[src/rtl/lc4_wb_regfile.sv]
// LC4 write-back stage: a 2-entry in-order result buffer that retires into an
// 8x16 register file and the NZP register, with forwarded operand reads.
module lc4_wb_regfile #(
  parameter int DATA_W = 16,
  parameter int DEPTH  = 2
) (
  input  logic              clk,
  input  logic              rst_n,
  input  logic              gwe,
  input  logic              i_wb_valid,
  output logic              o_wb_ready,
  input  logic [2:0]        i_wb_rd,
  input  logic              i_wb_regwe,
  input  logic              i_wb_nzpwe,
  input  logic [DATA_W-1:0] i_wb_data,
  input  logic              i_retire_en,
  input  logic [2:0]        i_rs_sel,
  input  logic [2:0]        i_rt_sel,
  output logic [DATA_W-1:0] o_rs_data,
  output logic [DATA_W-1:0] o_rt_data,
  output logic [2:0]        o_nzp,
  output logic [1:0]        o_count
);

  typedef struct packed {
    logic [2:0]        rd;
    logic              regwe;
    logic              nzpwe;
    logic [DATA_W-1:0] data;
  } wb_rec_t;

  localparam logic [1:0] FULL = 2'(DEPTH);

  // Entry 0 is always the head (oldest); entry 1 is valid only when count is 2.
  wb_rec_t           ent_q [DEPTH];
  wb_rec_t           ent_d [DEPTH];
  logic [1:0]        count_q, count_d;
  logic [DATA_W-1:0] rf_q [8];
  logic [DATA_W-1:0] rf_d [8];
  logic [2:0]        nzp_q, nzp_d;
  logic              accept, retire, tail_idx;

  function automatic logic [2:0] nzp_of(input logic [DATA_W-1:0] d);
    if (d[DATA_W-1])  return 3'b100;
    else if (d == '0) return 3'b010;
    else              return 3'b001;
  endfunction

  function automatic logic [DATA_W-1:0] read_port(input logic [2:0] sel);
    logic [DATA_W-1:0] v;
    v = rf_q[sel];
    if (count_q != 2'd0 && ent_q[0].regwe && ent_q[0].rd == sel) v = ent_q[0].data;
    if (count_q == FULL && ent_q[1].regwe && ent_q[1].rd == sel) v = ent_q[1].data;
    return v;
  endfunction

  // Handshake: a record transfers at a rising edge where i_wb_valid and
  // o_wb_ready are both high; ready depends only on gwe and registered count.
  assign o_wb_ready = gwe && (count_q < FULL);
  assign o_count    = count_q;

  always_comb begin
    o_rs_data = read_port(i_rs_sel);
    o_rt_data = read_port(i_rt_sel);
    o_nzp     = nzp_q;
    if (count_q == FULL && ent_q[1].nzpwe)          o_nzp = nzp_of(ent_q[1].data);
    else if (count_q != 2'd0 && ent_q[0].nzpwe)     o_nzp = nzp_of(ent_q[0].data);
  end

  always_comb begin
    accept   = gwe && i_wb_valid && o_wb_ready;
    retire   = gwe && i_retire_en && (count_q != 2'd0);
    tail_idx = count_q[0] && !retire;
    ent_d    = ent_q;
    rf_d     = rf_q;
    nzp_d    = nzp_q;
    count_d  = count_q;
    if (retire) begin
      if (ent_q[0].regwe) rf_d[ent_q[0].rd] = ent_q[0].data;
      if (ent_q[0].nzpwe) nzp_d = nzp_of(ent_q[0].data);
      ent_d[0] = ent_q[1];
    end
    if (accept) begin
      ent_d[tail_idx] = '{rd: i_wb_rd, regwe: i_wb_regwe, nzpwe: i_wb_nzpwe, data: i_wb_data};
    end
    if (accept && !retire)      count_d = count_q + 2'd1;
    else if (!accept && retire) count_d = count_q - 2'd1;
  end

  always_ff @(posedge clk or negedge rst_n) begin
    if (!rst_n) begin
      for (int i = 0; i < DEPTH; i++) ent_q[i] <= '0;
      for (int i = 0; i < 8; i++) rf_q[i] <= '0;
      nzp_q   <= 3'b010;
      count_q <= 2'd0;
    end else begin
      ent_q   <= ent_d;
      rf_q    <= rf_d;
      nzp_q   <= nzp_d;
      count_q <= count_d;
    end
  end

endmodule

[config.mk]
export PLATFORM = sky130hd
export DESIGN_NAME = lc4_wb_regfile
export DESIGN_NICKNAME = d
export VERILOG_FILES = /design/src/rtl/lc4_wb_regfile.sv
export SDC_FILE = /design/constraint.sdc
export NUM_CORES = 1
export LEC_CHECK = 0
export CAP_MARGIN = 20
export CORE_MARGIN = 2
export CORE_UTILIZATION = 55
export CTS_BUF_LIST = sky130_fd_sc_hd__clkbuf_4 sky130_fd_sc_hd__clkbuf_8 sky130_fd_sc_hd__clkbuf_16
export DETAILED_ROUTE_END_ITERATION = 10
export MAX_ROUTING_LAYER = met4
export PLACE_DENSITY = 0.75
export SLEW_MARGIN = 10
export SYNTH_ARGS = -nofsm -noshare
export SYNTH_HDL_FRONTEND = slang
export SYNTH_SLANG_ARGS = --single-unit
[constraint.sdc]
create_clock -name clk -period 3.67 [get_ports clk]
set_clock_uncertainty 0.2 [all_clocks]
set_input_delay 0.5505 -clock clk [delete_from_list [all_inputs] [get_ports clk]]
set_output_delay 0.5505 -clock clk [all_outputs]
set_load 0.03 [all_outputs]
==> impl_results.md <==
- Status: finished, final reports clean
- Clock net sink count: approximately 180
- Most used flip-flop cell after synthesis: dfrtp_1
- Synthesized cell area: 9790 µm²
- Fill count: 1243
- Hold path start: nzp_q[1]
- Fraction of the mapped netlist area in compound gates: 0.0382
- Number of buffers between clock root and the deepest sink: 2
- Synth Area in Adders: 0.00128
- Synth Register Bits: ~180
- Cell taking the most area after synthesis: dfrtp_1
- Number of violations of the max-capacitance limit: 0
- Critical setup path kind: reg2out
- Total GRT Usage: 0.287
- Leakage power total: between 5 and 6 nW
- CTS tree: built
- Placed Area: 10800 µm²
- Beginning of the critical path: ent_q[22]
- Antenna Diode Count: 0
- RSZ-0062 raised after global routing: false
- Area of combinational cells with multiple inputs: around 5100 µm²
- Switch Pwr: 0.00301 W
- Layout overhead on the synthesized area: 15.9%
- Power density cells: 728 nW/µm²
- Number of DRC violations after detailed-routing iteration 0: roughly 550
- Dominant cells by area after synthesis: dfrtp_1, mux2_2, mux4_2, mux2i_1, nand2_1
- Synthesis Warnings: 0
- Number of antenna violations at the first check in global routing: 0
- VDD IR max: approximately 560 µV
- Maximum fanout encountered on the critical timing path: 12
- Ratio of cells with drive above 1 in the final layout: 0.473
- Vias: roughly 6.5k
- Maximum clock frequency: around 280 MHz
- Post-synthesis async set-or-reset flop share: 1.00
- Number of clock buffers inserted by TritonCTS: 17
- Number of vias per cell: about 6.4
- Portion of the post-synthesis area used by sequential elements: 0.447
- Internal power of the cells: around 0.0052 W
- Sw frac: 0.365
- Worst r2r src: o_count[0]
- Mean Syn Cell Area: roughly 14 µm²
- Combined flip-flop and latch cell area: between 4000 and 5000 µm²
- Maximum number of pins on one net before global-route repair: 67
- HPWL after DPL: 16200 µm
- Worst hold slack: ~290 ps
- Global-route wire length before repair: approximately 39000 µm
- Post-synthesis cell type count: 41
- Tmin final: roughly 3500 ps
- Final period utilization: 0.965
- Post-Route WL: between 20000 and 25000 µm
- Maximum cell stage delay along the critical path: between 600 and 700 ps
- Fraction of post-synthesis cell area in the top cell type by area: 0.445
- Slowest cell on crit path: clkdlybuf4s50_1
- DP Cell Count: slightly below 1k
- Setup TNS: 0 ps
- Port Buffer Count: approximately 70
- Antenna-violating nets left: 0
- HP Class: reg2reg
- Finished layout cell area: approximately 11000 µm²
- Multiplexer fraction of the synthesized cell area: 0.411
- Average wire per cell in the routed design: between 20 and 25 µm
- Overall Power: around 0.0083 W
- Initial core utilization: 0.564
- Slew headroom: 0.564
- Max-slew violation count: 0
- Clock-pin slew on the worst setup and hold paths: ~60 ps
- Combinational family with the most area after synthesis: multiplexers
- GPL Wtd Cong: about 0.85
- Synthesized netlist net count: 750
- Final number of hold-violating endpoints: 0
- Final cell count without fillers: 1017
- Clock tree root buffer cell: clkbuf_16
- Vias in the first global route: between 6k and 7k
- Setup violations, final: 0
- Gate Count Post-Synth: around 700
- Worst-Skew Late Latency: 420 ps
- Die X-Extent: between 100 and 150 µm
- Category of the worst setup path capture point: output pin
- Die footprint: between 15000 and 20000 µm²
- Transition time at the pin with the least slew margin: approximately 650 ps
- H-tree level count: 4
- Die Y-Extent: 137 µm
- Post-synthesis simple-gate area fraction: 0.0533
- GRT overflow: 0
- CP Cell Sequence: nor4_2 > nand4_1 > o21ai_0 > a22o_1 > clkdlybuf4s50_1
- Number of cell rows: 48
- CORE AREA: 17400 µm²
- I/O pin cnt: 70
- Required time worst endpoint: a little under 3000 ps
- Fin nets: roughly 810
- Comb power frac: 0.365
- Share of total power in the clock network: 0.209
- Data arrival time of the critical path: about 2800 ps
- Number of iterations in the first detailed-routing pass: 7
- Detailed-route DRC error count: 0
- Element type at the critical path start: register
- Synthesized-area fraction occupied by xor and xnor cells: 0.0134
- Fraction of power consumed by sequential logic: 0.426
- Number of enable flip-flop cells after synthesis: 0
power groups by stage:
stage | clock [W] | combinational [W] | sequential (W)
CTS | 0.00175 | 0.00303 | 0.00349
finish | 0.00173 | 0.00302 | 0.00352
global route | 0.00183 | 0.00321 | 0.00362
detailed placement | 0 | 0.00301 | 0.00351
floorplan | 0 | 0.00235 | 0.00307
global placement | 0 | 0.00293 | 0.00343
cells by family (layout without fill, tap and decap cells):
logic type | count (synthesis) | in the layout
xor+xnor | 15 | 15
simple gates | 92 | 92
buf+inv | 68 | 143
fa+ha+maj | 1 | 1
compound gates | 67 | 67
mux | 299 | 299
flops | 175 | 175
synth_stat cells, drive strengths merged (2+ instances only):
cell,count
mux2,182
dfrtp,174
mux4,64
o21ai,59
nand2,58
mux2i,53
buf,40
clkbuf,25
xor2,14
nor4,12
nor2,5
nand3b,4
inv,3
a21oi,2
a22o,2
and4,2
nand3,2
nor3,2
nor3b,2
o21a,2
repair_timing:
item,4_1_cts,5_1_grt
hold buffers,1,0
endpoints found under the hold margin,42,0
setup buffers,0,0
endpoints found under the setup margin,1,1
gates resized for setup,1,1
pin swaps,0,0
gates cloned,0,0
cell usage in the layout, fill, tap and decap left out, types with 2 or more instances in the layout:
cell             netlist  layout
o21ai_0               38      38
mux4_2                64      64
buf_2                 27       2
and4_1                 2       2
nand2_1               57      57
mux2i_1               53      53
xor2_1                14      14
nor4_1                10       6
nor4_4                 2       2
nand3b_2               2       2
inv_1                  3       3
buf_12                 0       9
clkbuf_4               0       7
clkbuf_16              0      17
a22o_1                 2       2
dfrtp_1              174     174
clkinv_2               0       4
nand3b_1               2       2
nor3b_4                2       2
nor4_2                 0       4
o21ai_1               16      16
nor3_2                 1       2
o21ai_2                5       5
buf_4                 10      61
nor2_1                 4       4
clkdlybuf4s50_1        0      34
mux2_2               182     182
worst paths after layout:
path | to | slack, ps | cells after the start
setup reg to reg | rf_q[116] | 1230 | 5
setup / recovery | o_nzp[1] | 130 | 5
min in group asynchronous | ent_q[35] | 430 | 2
hold reg to reg | nzp_q[1] | 290 | 2
max in group asynchronous | rf_q[88] | 1990 | 3
hold / removal | nzp_q[1] | 290 | 2
registers in the layout, indices dropped and copies added, names as in the netlist:
name / count
rf_q: 128
nzp_q: 3
ent_q: 42
o_count: 2
final cells by class:
cell class | instances | share of cell area
Tap cell | 225 | 0.0248
Timing Repair Buffer | 108 | 0.0890
Clock buffer | 25 | 0.0433
Clock inverter | 7 | 0.00585
Inverter | 3 | 0.000993
Sequential cell | 175 | 0.386
Multi-Input combinational cell | 474 | 0.450
critical path, delay by kind of cell (launching register included):
family	cells	cell delay [ps]
AOI/OAI and AO/OA	2	380
buffers and inverters	1	660
DFF	1	540
and+or+nand+nor	2	780
stage by stage:
step | utilization | setup WS, ps
floorplan | - | 641
global placement | 0.620 | 342
detailed placement | 0.620 | 304
CTS | 0.653 | 50.8
global route | 0.654 | 6.16
finish | 0.654 | 127
metal layers:
layer / track usage / part of all wire / vias to the layer above
met1: 0.378 / 0.42 / 3432
li1: - / - / 2806
met4: 0.101 / 0.027 / 0
met3: 0.0511 / 0.053 / 52
met5: - / 0 / -
met2: 0.454 / 0.50 / 224
(Power assumes the default switching activity.)
